$ cat config.mk
export PLATFORM = sky130hd
export DESIGN_NAME = dds_sweep_scheduler
export DESIGN_NICKNAME = d
export VERILOG_FILES = /design/src/rtl/dds_sweep_scheduler.sv
export SDC_FILE = /design/constraint.sdc
export NUM_CORES = 1
export LEC_CHECK = 0
export CORE_ASPECT_RATIO = 0.75
export CORE_MARGIN = 2
export CORE_UTILIZATION = 31
export CTS_BUF_LIST = sky130_fd_sc_hd__clkbuf_2
export CTS_CLUSTER_SIZE = 12
export DETAILED_ROUTE_END_ITERATION = 16
export GPL_TIMING_DRIVEN = 0
export PLACE_DENSITY = 0.49
export SETUP_SLACK_MARGIN = 0.4
export SYNTH_ARGS = -nofsm -noshare
export SYNTH_HDL_FRONTEND = slang
export SYNTH_SLANG_ARGS = --single-unit
export TNS_END_PERCENT = 10
$ cat constraint.sdc
create_clock -name sys_clk -period 5.8 [get_ports sys_clk]
set_input_delay 1.16 -clock sys_clk [delete_from_list [all_inputs] [get_ports sys_clk]]
set_output_delay 1.16 -clock sys_clk [all_outputs]
set_load 0.005 [all_outputs]
$ cat src/rtl/dds_sweep_scheduler.sv
// Chirp-shot sequencer for an AD9910: pulses io_update at a minimum repetition period,
// picks the sweep direction per shot and waits for DROVER plus a guard time between shots.
module dds_sweep_scheduler #(
    parameter int CLKNUM      = 2,
    parameter int IOUP_WIDTH  = 8,
    parameter int GUARD_CNT   = 504,
    parameter int TIMEOUT_CNT = 1_000_000,
    parameter int PERIOD_W    = 32
) (
    input  logic                sys_clk,
    input  logic                sys_rst,
    input  logic                start,
    input  logic                stop,
    input  logic [PERIOD_W-1:0] period_cyc,
    input  logic [15:0]         burst_len,
    input  logic [1:0]          sweep_mode,
    input  logic                drover,
    output logic                io_update,
    output logic                sweep_sel,
    output logic                busy,
    output logic                done,
    output logic                timeout_err,
    output logic [15:0]         shot_cnt
);

    localparam int GUARD_W = $clog2(GUARD_CNT + 1);
    localparam int TMO_W   = $clog2(TIMEOUT_CNT + 1);

    localparam logic [PERIOD_W-1:0] IOUP_LAST  = PERIOD_W'(IOUP_WIDTH - 1);
    localparam logic [PERIOD_W-1:0] PERIOD_MIN = PERIOD_W'(IOUP_WIDTH + 2);
    localparam logic [GUARD_W-1:0]  GUARD_LAST = GUARD_W'(GUARD_CNT - 1);
    localparam logic [TMO_W-1:0]    TMO_LAST   = TMO_W'(TIMEOUT_CNT - 1);

    if (CLKNUM < 1 || IOUP_WIDTH < 1) begin : g_param_check
        $error("dds_sweep_scheduler: CLKNUM and IOUP_WIDTH must be at least 1");
    end

    typedef enum logic [2:0] {
        S_IDLE,
        S_SETUP,
        S_ARM,
        S_WAIT_FALL,
        S_WAIT_GUARD,
        S_DONE
    } state_t;

    state_t              state_q, state_d;
    logic                io_update_q, io_update_d;
    logic                sweep_sel_q, sweep_sel_d;
    logic                busy_q, busy_d;
    logic                done_q, done_d;
    logic                timeout_err_q, timeout_err_d;
    logic [15:0]         shot_cnt_q, shot_cnt_d;
    logic                stop_pending_q, stop_pending_d;
    logic [1:0]          mode_q, mode_d;
    logic [15:0]         burst_q, burst_d;
    logic [PERIOD_W-1:0] period_last_q, period_last_d;
    logic [PERIOD_W-1:0] period_cnt_q, period_cnt_d;
    logic [GUARD_W-1:0]  guard_cnt_q, guard_cnt_d;
    logic [TMO_W-1:0]    tmo_cnt_q, tmo_cnt_d;
    logic                drover_s1_q, drover_s1_d;
    logic                drover_s2_q, drover_s2_d;
    logic                drover_h_q, drover_h_d;

    logic                drover_fall;
    logic [PERIOD_W-1:0] period_inc;
    logic [GUARD_W-1:0]  guard_inc;
    logic [TMO_W-1:0]    tmo_inc;
    logic                seq_end;

    // Mode 2 alternates starting with an up-sweep on shot index 0.
    function automatic logic dir_sel(input logic [1:0] mode, input logic odd_shot);
        case (mode)
            2'd1:    return 1'b0;
            2'd2:    return ~odd_shot;
            default: return 1'b1;
        endcase
    endfunction

    always_comb begin
        // NOTE: every _d gets a default first so no path through the case infers a latch.
        state_d        = state_q;
        io_update_d    = io_update_q;
        sweep_sel_d    = sweep_sel_q;
        busy_d         = busy_q;
        done_d         = 1'b0;
        timeout_err_d  = timeout_err_q;
        shot_cnt_d     = shot_cnt_q;
        stop_pending_d = stop_pending_q;
        mode_d         = mode_q;
        burst_d        = burst_q;
        period_last_d  = period_last_q;
        period_cnt_d   = period_cnt_q;
        guard_cnt_d    = guard_cnt_q;
        tmo_cnt_d      = tmo_cnt_q;

        drover_s1_d = drover;
        drover_s2_d = drover_s1_q;
        drover_h_d  = drover_s2_q;
        drover_fall = drover_h_q & ~drover_s2_q;

        period_inc = (&period_cnt_q) ? period_cnt_q : period_cnt_q + PERIOD_W'(1);
        guard_inc  = (&guard_cnt_q)  ? guard_cnt_q  : guard_cnt_q + GUARD_W'(1);
        tmo_inc    = (&tmo_cnt_q)    ? tmo_cnt_q    : tmo_cnt_q + TMO_W'(1);
        seq_end    = stop_pending_q || stop || (burst_q != 16'd0 && shot_cnt_q == burst_q);

        unique case (state_q)
            S_IDLE: begin
                if (start) begin
                    mode_d         = sweep_mode;
                    burst_d        = burst_len;
                    period_last_d  = ((period_cyc < PERIOD_MIN) ? PERIOD_MIN : period_cyc)
                                     - PERIOD_W'(1);
                    shot_cnt_d     = 16'd0;
                    timeout_err_d  = 1'b0;
                    stop_pending_d = 1'b0;
                    busy_d         = 1'b1;
                    sweep_sel_d    = dir_sel(sweep_mode, 1'b0);
                    state_d        = S_SETUP;
                end
            end
            S_SETUP: begin
                period_cnt_d = '0;
                tmo_cnt_d    = '0;
                io_update_d  = 1'b1;
                shot_cnt_d   = shot_cnt_q + 16'd1;
                state_d      = S_ARM;
            end
            S_ARM: begin
                period_cnt_d = period_inc;
                tmo_cnt_d    = tmo_inc;
                if (period_cnt_q >= IOUP_LAST) begin
                    io_update_d = 1'b0;
                    state_d     = S_WAIT_FALL;
                end
            end
            S_WAIT_FALL: begin
                period_cnt_d = period_inc;
                tmo_cnt_d    = tmo_inc;
                if (drover_fall) begin
                    guard_cnt_d = '0;
                    state_d     = S_WAIT_GUARD;
                end else if (tmo_inc >= TMO_LAST) begin
                    timeout_err_d = 1'b1;
                    state_d       = S_DONE;
                end
            end
            S_WAIT_GUARD: begin
                period_cnt_d = period_inc;
                guard_cnt_d  = guard_inc;
                // The period is only a floor: a late DROVER pushes the next shot out.
                if (guard_cnt_q >= GUARD_LAST && period_cnt_q >= period_last_q) begin
                    if (seq_end) begin
                        done_d  = 1'b1;
                        state_d = S_DONE;
                    end else begin
                        sweep_sel_d = dir_sel(mode_q, shot_cnt_q[0]);
                        state_d     = S_SETUP;
                    end
                end
            end
            S_DONE: begin
                busy_d  = 1'b0;
                state_d = S_IDLE;
            end
            default: state_d = S_IDLE;
        endcase

        if (stop && state_q inside {S_SETUP, S_ARM, S_WAIT_FALL, S_WAIT_GUARD}) begin
            stop_pending_d = 1'b1;
        end
    end

    always_ff @(posedge sys_clk) begin
        if (sys_rst) begin
            // NOTE: sequential state uses non-blocking assignments so all flops update together.
            state_q        <= S_IDLE;
            io_update_q    <= 1'b0;
            sweep_sel_q    <= 1'b0;
            busy_q         <= 1'b0;
            done_q         <= 1'b0;
            timeout_err_q  <= 1'b0;
            shot_cnt_q     <= '0;
            stop_pending_q <= 1'b0;
            mode_q         <= '0;
            burst_q        <= '0;
            period_last_q  <= '0;
            period_cnt_q   <= '0;
            guard_cnt_q    <= '0;
            tmo_cnt_q      <= '0;
            drover_s1_q    <= 1'b0;
            drover_s2_q    <= 1'b0;
            drover_h_q     <= 1'b0;
        end else begin
            state_q        <= state_d;
            io_update_q    <= io_update_d;
            sweep_sel_q    <= sweep_sel_d;
            busy_q         <= busy_d;
            done_q         <= done_d;
            timeout_err_q  <= timeout_err_d;
            shot_cnt_q     <= shot_cnt_d;
            stop_pending_q <= stop_pending_d;
            mode_q         <= mode_d;
            burst_q        <= burst_d;
            period_last_q  <= period_last_d;
            period_cnt_q   <= period_cnt_d;
            guard_cnt_q    <= guard_cnt_d;
            tmo_cnt_q      <= tmo_cnt_d;
            drover_s1_q    <= drover_s1_d;
            drover_s2_q    <= drover_s2_d;
            drover_h_q     <= drover_h_d;
        end
    end

    assign io_update   = io_update_q;
    assign sweep_sel   = sweep_sel_q;
    assign busy        = busy_q;
    assign done        = done_q;
    assign timeout_err = timeout_err_q;
    assign shot_cnt    = shot_cnt_q;

endmodule

==> results of run 1 <==
metal layers:
layer,vias to the layer above,global-route usage,part of all wire
met5,-,0,0
met4,0,0.03198,0.0054
met3,11,0.04247,0.053
met2,212,0.2664,0.40
met1,3710,0.2897,0.54
li1,4006,-,-
registers in the layout (all words and copies together), names as in the netlist, 2 cells and up:
name / count
period_cnt_q: 32
period_last_q: 32
tmo_cnt_q: 20
burst_q: 16
shot_cnt: 16
guard_cnt_q: 9
state_q: 3
mode_q: 2
power by group through the flow:
| stage | logic (mW) | clock network [mW] | registers, mW |
|---|---|---|---|
| global placement | 1.13 | 0 | 1.19 |
| finish | 1.13 | 0.560 | 1.18 |
| global route | 1.27 | 0.625 | 1.19 |
| CTS | 1.14 | 0.580 | 1.18 |
| detailed placement | 1.13 | 0 | 1.20 |
| floorplan | 0.758 | 0 | 1.16 |
how the worst max path moves through the flow:
stage	startpoint	to	slack, ps
after floorplan	period_cyc[18]	period_last_q[14]$_SDFFE_PP0P_	1140
after global placement	period_cyc[18]	period_last_q[14]$_SDFFE_PP0P_	190
after detailed placement	period_cyc[18]	period_last_q[14]$_SDFFE_PP0P_	110
after CTS	period_cyc[18]	period_last_q[14]$_SDFFE_PP0P_	960
after global routing	period_cyc[18]	period_last_q[14]$_SDFFE_PP0P_	750
final	period_cyc[18]	period_last_q[14]$_SDFFE_PP0P_	920
placed cells by master (no fill, tap or decap), types with 31 or more instances in the layout:
master           Yosys  layout
o21ai_0             40      40
nand2_1            102     102
nor2_1             131     131
xnor2_1             31      31
a21oi_1             80      80
xor2_1              38      38
nand3_1             35      35
nand4_1             35      35
clkbuf_1            52      52
ha_1                38      38
nor3_1              39      39
clkdlybuf4s50_1      0      74
dfxtp_1            139     139
a211oi_1            31      31
inv_1               38      38
stage by stage:
step | hold slack, ps | cells | utilization
finish | 438.3 | 1497 | 0.3675
global route | 437.5 | 1497 | 0.3675
CTS | 437.0 | 1496 | 0.3674
detailed placement | 447.6 | 1465 | 0.3593
global placement | 438.3 | 1465 | 0.3593
floorplan | 413.8 | 1047 | -
layout make-up:
cell class / count / area [um2]
fillers: 2862 / 16390
plain buffers: 57 / 225.2
well taps: 344 / 430.4
inverters: 38 / 142.6
diodes: 1 / 2.502
clock buffers: 18 / 90.09
flip-flops and latches: 139 / 2783
multi-input cells: 813 / 4987
clock inverters: 13 / 118.9
repair buffers: 74 / 740.7
cell families after synthesis:
| family | Yosys count | synth area share |
|---|---|---|
| AND/OR/NAND/NOR | 464 | 0.2864 |
| adder cells (fa/ha/maj) | 38 | 0.05843 |
| XOR/XNOR | 69 | 0.07426 |
| flip-flops | 139 | 0.3419 |
| multiplexers | 3 | 0.003844 |
| AO/OA/AOI/OAI | 239 | 0.1899 |
| buffers and inverters | 95 | 0.04520 |
==> run metrics, run 1 <==
CTS root buf clkbuf_2; die height 144.3 um; Synth Net Count 1,140; sequential share of power 0.410; layout cells sized above 1 0.04774; placer congestion estimate 0.8088; post_cts resized 0; f_max 0.2049 GHz; total of max-cap violations 0; pin count of the biggest net entering global routing 17; drt initial violations 645; drt total wl 25.53 mm; vias per cell 5.303; Worst R2R Setup Slack 2710 ps; Worst path max stage delay 610 ps; layout net count 1,233; Synth Cell Area 8138 um2; TritonCTS Sinks 139; top_reg_cell synth dfxtp_1; cell chain of the critical path clkdlybuf4s50_1, or4_4, nor4_1, nand4_1, or2_2, nand2_1, ha_1, nor4b_1, nand2b_1, nand2b_1, buf_2, or4_2, xor2_1, a211oi_1; IO Count 76; Post-DP Area 9309 um2; Post-DRT Antenna Nets 0; min-delay src drover_h_d$_SDFF_PP0_; Place WS 110.8 ps; min Tclk post-route 4881 ps; Avg WL per Cell 17.06 um; Pre-antenna DRT Iters 7; remaining global-route overflow 0; leakage power 3.208 nW; skew final 68.20 ps; combinational power share 0.395; Detailed Place HPWL 19.30 mm; CP arrival 5570 ps; Hold Path Sink drover_h_q$_SDFF_PP0_; antenna violations before repair 1; Crit. End Element flip-flop; total CTS buffers 17; worst-path maximum fanout 9; CTS tree built; first-pass GRT wire length 40.47 mm; Slew @ Worst Pin 1220 ps; fin worst setup slack 918.7 ps; most frequent cells after synthesis dfxtp_1, nor2_1, nand2_1; WP depth 14; Setup Total Neg Slack 0 ps; P&R area growth vs syn 16.99%; Worst Path Buf+Inv 2; cell taking the most area after synthesis dfxtp_1; area share of the largest cell type after synthesis 0.3419; r2r worst-path depth 8; Clock power frac 0.195; CP Class input pin to flip-flop; Clock Latency Late Sink 770 ps; crit start category input pin; Final Cycle Share 0.8416; endpoints failing hold 0; Post-synth EDFFs 0; FF-to-FF End timeout_err$_SDFFE_PP0P_; Synth async-reset ratio 0; clk buf depth 2; worst r2r src tmo_cnt_q[0]$_SDFFE_PP0P_; status completed; # hold bufs at CTS 0; post-CTS setup buffer count 0; H-tree Lvls 4; vias in the first global route 7,177; Max IR drop VDD 0.1196 mV; PnR Total Power 2.870 mW; average size of a mapped cell 7.772 um2; Yosys Warn Count 0; CP most frequent cell nand2b_1; Pint 1.625 mW; sequential share of the synthesized area 0.3419; GRT Util Overall 0.1885; RSZ-0062 raised after global routing false; Worst path slowest cell or4_4; Vias 7,939; CORE AREA 25,910 um2; Hold Crit Class flip-flop to flip-flop; PwrDens 301.5 nW/um2; Psw 1.245 mW; DIE WIDTH 191.1 um; pins over their slew limit 0; synth top area cells dfxtp_1, nor2_1, ha_1; clock transition at the registers of the reported paths 220 ps; post-route cell area 9520 um2; post-synthesis cell count 1,047; max_slew headroom 0.1654; die area 27,580 um2; CP required 6490 ps; Min-Delay Path Depth 1; Port Buffers 74; DRC viols 0; Initial Utilization 0.3141; final setup vio count 0; Yosys cell types 63; Row Count 51; Crit path max-delay family simple AND/OR/NAND/NOR gates; Sw Share 0.4338; count leader, synth dfxtp_1; #FFs+latches synth 139
Power figures use the tool's default switching activity.
==> run 2, diff against run 1 <==
Clock period 5.8 ns to 4.6 ns, I/O delays scaled along.
==> run 2 against run 1 <==
  * Register-to-register slack got worse by 1300 ps
  * First-iteration DRC count fell by 14%
  * Setup slack got worse by 380 ps
==> run metrics, run 2 (synthesis gave the netlist of run 1 again) <==
Clock Latency Late Sink 780 ps (about the same); non-filler instance count after layout 1,500 (+0.20%); Initial Utilization 0.3141 (unchanged); most frequent cells in the layout dfxtp_1, nor2_1, nand2_1; layout net count 1,235 (+0.16%); clock transition at the registers of the reported paths 230 ps (about the same); layout cells sized above 1 0.05455 (+0.006802); TritonCTS Sinks 139 (unchanged); Vias 7,930 (-0.11%); CP required 5300 ps (-1190 ps); Detailed Place HPWL 19.34 mm (+0.22%); Avg WL per Cell 17.10 um (+0.25%); # hold bufs at CTS 0 (unchanged); antenna violations before repair 1 (unchanged); status completed; worst-path maximum fanout 9 (unchanged); f_max 0.2464 GHz; Max IR drop VDD 0.1626 mV (+36%); die height 144.3 um (unchanged); min Tclk post-route 4059 ps; Post-Place Cells 1,465 (unchanged); pin count of the biggest net entering global routing 17 (unchanged); biggest regs period_cnt_q: 32 flops, period_last_q: 32 flops, tmo_cnt_q: 20 flops; RSZ-0062 raised after global routing false; total of max-cap violations 0 (unchanged); GRT Util Overall 0.1892 (+0.0007619); H-tree Lvls 4 (unchanged); max_slew headroom 0.1174 (-0.04805); pins over their slew limit 0 (unchanged); CTS root buf clkbuf_2; total CTS buffers 17 (unchanged); Slew @ Worst Pin 1291 ps (+70.26 ps); leading cell type in the layout, fill and taps excluded dfxtp_1; final setup vio count 0 (unchanged); Post-DRT Antenna Nets 0 (unchanged); drt total wl 25.65 mm (+0.45%); Crit. End Element flip-flop; Port Buffers 74 (unchanged); DRC viols 0 (unchanged); IO Count 76 (unchanged); skew final 68.25 ps (+0.04960 ps); crit start category input pin; CP Class input pin to flip-flop; drt initial violations 555 (-14%); CTS tree built; remaining global-route overflow 0 (unchanged); DIE WIDTH 191.1 um (unchanged); P&R area growth vs syn 18.10%; CORE AREA 25,910 um2 (unchanged); leakage power 3.238 nW (+0.96%); die area 27,580 um2 (unchanged); Pre-antenna DRT Iters 5 (-2); vias in the first global route 7,244 (+0.93%); PwrDens 383.4 nW/um2 (+27%); Hold Crit Class flip-flop to flip-flop; CP arrival 4760 ps (-810 ps); vias per cell 5.287 (-0.31%); first-pass GRT wire length 40.49 mm (about the same); Setup Total Neg Slack 0 ps (unchanged); Row Count 51 (unchanged); Final Cycle Share 0.8823; endpoints failing hold 0 (unchanged); clk buf depth 2 (unchanged); placer congestion estimate 0.8166 (+0.96%); PnR Total Power 3.685 mW (+28%)
## run 2: cell count changes in the layout (fill, tap and decap cells not counted)
cell	delta
bufinv_16	+1
nor4b_1	-1
clkinvlp_4	+2
nor4_4	+2
clkbuf_2	+1
buf_4	+2
nor4_1	-2
nor4b_4	+1
clkinv_1	-2
clkinv_2	+1
inv_6	-2
## run 2: worst paths after layout
check	startpoint	endpoint	slack [ps]	depth (start not counted)
setup / recovery	period_cyc[18]	period_last_q[14]$_SDFFE_PP0P_	540	14
hold / removal	drover_h_d$_SDFF_PP0_	drover_h_q$_SDFF_PP0_	440	1
setup reg to reg	tmo_cnt_q[4]$_SDFFE_PP0P_	state_q[2]$_SDFFE_PP0P_	1450	8
hold reg to reg	drover_h_d$_SDFF_PP0_	drover_h_q$_SDFF_PP0_	440	1
## run 2: stage by stage
stage / instance area, um2 / utilization / hold WS (ps) / setup slack (ps)
final: 9610 / 0.3710 / 439.0 / 541.2
after global routing: 9610 / 0.3710 / 462.0 / 407.8
after CTS: 9583 / 0.3699 / 448.0 / 416.1
after detailed placement: 9336 / 0.3604 / 437.8 / -518.8
after global placement: 9336 / 0.3604 / 435.1 / -425.4
after floorplan: 8165 / - / 413.8 / 430.8
## run 2: cell type report
cell class                      instances  area [um2]
Fill cell                            2826       16300
Multi-Input combinational cell        813        5032
Sequential cell                       139        2783
Timing Repair Buffer                   76       755.7
Tap cell                              344       430.4
Buffer                                 57       225.2
Clock inverter                         13       143.9
Inverter                               38       142.6
Clock buffer                           19       95.09
Antenna cell                            1       2.502
## run 2: power breakdown
| part | internal (mW) | switching (mW) | total, mW |
|---|---|---|---|
| combinational | 0.489 | 0.954 | 1.44 |
| clock | 0.256 | 0.508 | 0.764 |
| sequential | 1.36 | 0.116 | 1.48 |
| total | 2.11 | 1.58 | 3.68 |
## run 2: what timing repair did
item                                    CTS  global route
endpoints found under the setup margin    1             2
pin swaps                                 1             2
gates resized for setup                   0             2
setup buffers                             1             1
## run 2: critical path, stage by stage
cell and delay [ps]:
clkdlybuf4s50_1 480, or4_4 620, nor4_4 210, nand4_1 200, or2_2 370, nand2_1 120
ha_1 210, nor4b_4 240, nand2b_1 110, nand2b_1 140, buf_2 180, or4_2 560
xor2_1 160, a211oi_1 240
## run 2: routing by layer
layer / wire (um) / track usage / share of wire
met1: 13920 / 0.2943 / 0.54
met2: 10060 / 0.2599 / 0.39
met3: 1291 / 0.03616 / 0.050
met4: 376 / 0.04980 / 0.015
met5: 0 / 0 / 0
==> run 3, diff against run 2 <==
Settings changed: CORE_MARGIN 2 to 5, HOLD_SLACK_MARGIN set to 0.15.
==> run 3 against run 2 <==
  * The run now ends with design-rule violations left
  * Cell area unchanged
  * Die area up 7.4%
  * Cell count unchanged
  * Clock skew shrank 20 ps
  * Global-route usage decreased by 1.4 points
  * Core utilization unchanged
  * Combinational power hardly changed
  * Hold slack improved by 5.0 ps
  * Sequential cell count stayed put
  * Via count up 1.1%
  * Highest routed layer unchanged
  * Sequential share of layout area unchanged
==> run metrics, run 3 (synthesis gave the netlist of run 1 again) <==
status finished with violations; failing checks design-rule violations; PwrDens 383.0 nW/um2 (-0.11%); H-tree Lvls 4 (unchanged); CTS root buf clkbuf_2; Avg WL per Cell 17.17 um (+0.41%); f_max 0.2442 GHz (-0.89%); Crit. End Element flip-flop; cell chain of the critical path clkdlybuf4s50_1, or4_4, nor4_4, nand4_1, or2_4, nand2_1, ha_1, nor4b_4, nand2b_1, nand2b_1, buf_2, or4_2, xor2_1, a211oi_1; Hold Crit Class flip-flop to flip-flop; CORE AREA 25,910 um2 (unchanged); layout net count 1,236 (+0.081%); sequential share of power 0.403 (+0.002); GRT Util Overall 0.1750 (-0.01424); Worst path max stage delay 620 ps (about the same); Slew @ Worst Pin 1133 ps (-157.9 ps); placer congestion estimate 0.8526 (+4.4%); Pint 2.100 mW (-0.35%); final setup vio count 0 (unchanged); CP required 5310 ps (about the same); pin count of the biggest net entering global routing 17 (unchanged); Clock power frac 0.208 (about the same); CP Class input pin to flip-flop; clock transition at the registers of the reported paths 220 ps (about the same); endpoints failing hold 0 (unchanged); Port Buffers 74 (unchanged); total of max-cap violations 0 (unchanged); RSZ-0062 raised after global routing false; CTS tree built; Row Count 51 (unchanged); die area 29,620 um2 (+7.4%); P&R area growth vs syn 18.10% (unchanged); die height 150.3 um (+4.2%); non-filler instance count after layout 1,500 (unchanged); worst-path maximum fanout 9 (unchanged); most frequent cells in the layout dfxtp_1, nor2_1, nand2_1; pins over their slew limit 0 (unchanged); antenna violations before repair 1 (unchanged); Post-Place Cells 1,465 (unchanged); Worst path slowest cell or4_4; DRC viols 1 (+1); Initial Utilization 0.3141 (unchanged); total CTS buffers 17 (unchanged); Crit path max-delay family simple AND/OR/NAND/NOR gates; max_slew headroom 0.2253 (+0.1080); min Tclk post-route 4095 ps (+36.36 ps); Pre-antenna DRT Iters 13 (+8); TritonCTS Sinks 139 (unchanged); drt initial violations 495 (-11%); Max IR drop VDD 0.1471 mV (-9.5%); biggest regs period_cnt_q: 32 flops, period_last_q: 32 flops, tmo_cnt_q: 20 flops; Vias 8,018 (+1.1%); layout cells sized above 1 0.05541 (+0.0008658); Worst R2R Setup Slack 1550 ps (+100 ps); clk buf depth 2 (unchanged); Post-DRT Antenna Nets 0 (unchanged); CP most frequent cell nand2b_1; Worst Path Buf+Inv 2 (unchanged); vias in the first global route 7,533 (+4.0%); Sw Share 0.4294 (+0.001341); crit start category input pin; PnR Total Power 3.681 mW (-0.11%); CP arrival 4800 ps (+40 ps); Detailed Place HPWL 19.45 mm (+0.59%); drt total wl 25.75 mm (+0.41%); first-pass GRT wire length 41.35 mm (+2.1%); DIE WIDTH 197.1 um (+3.1%); leading cell type in the layout, fill and taps excluded dfxtp_1; Place WS -520.6 ps (-1.795 ps); leakage power 3.244 nW (+0.16%); remaining global-route overflow 0 (unchanged); combinational power share 0.390 (about the same); vias per cell 5.345 (+1.1%); fin worst setup slack 504.8 ps (-36.36 ps); Psw 1.581 mW (+0.20%); Final Cycle Share 0.8903 (+0.007904); IO Count 76 (unchanged); Clock Latency Late Sink 780 ps (about the same); skew final 48.53 ps (-19.72 ps)
-- run 3: what timing repair did --
action,in CTS,in global routing
hold buffers,0,0
resized for setup,0,3
endpoints found under the setup margin,1,1
setup buffers,1,2
pin swaps,1,1
-- run 3: layout make-up --
type	count	area (um2)
clock buffers	17	85.08
inverters	38	142.6
well taps	344	430.4
repair buffers	77	763.2
plain buffers	57	225.2
clock inverters	14	146.4
flip-flops and latches	139	2783
multi-input cells	813	5032
fillers	2783	16300
diodes	1	2.502
-- run 3: power groups by stage --
stage	clock (mW)	combinational (mW)	sequential, mW
floorplan	0	0.956	1.47
global placement	0	1.43	1.51
detailed placement	0	1.42	1.51
CTS	0.787	1.43	1.48
global route	0.836	1.61	1.51
finish	0.764	1.43	1.48
-- run 3: per-stage QoR --
step | hold WS (ps) | TNS (ps) | utilization | area, um2
after global routing | 492.6 | 0 | 0.3710 | 9610
after global placement | 438.2 | -912.2 | 0.3604 | 9336
after floorplan | 413.8 | 0 | - | 8165
final | 444.0 | 0 | 0.3710 | 9610
after CTS | 462.0 | 0 | 0.3696 | 9575
after detailed placement | 437.7 | -1620 | 0.3604 | 9336
-- run 3: metal layers --
layer,vias up,global-route usage,share of wire
met5,-,0,0
met4,0,0.03396,0.0096
met3,18,0.04116,0.056
met2,233,0.2464,0.40
met1,3751,0.2702,0.53
li1,4016,-,-
-- run 3: final timing paths --
check                                                       to  depth (start not counted)                      start
worst max-delay path            period_last_q[14]$_SDFFE_PP0P_                         14             period_cyc[18]
worst max register to register         state_q[2]$_SDFFE_PP0P_                          8  tmo_cnt_q[4]$_SDFFE_PP0P_
worst min-delay path                     drover_h_q$_SDFF_PP0_                          1      drover_h_d$_SDFF_PP0_
worst min register to register           drover_h_q$_SDFF_PP0_                          1      drover_h_d$_SDFF_PP0_
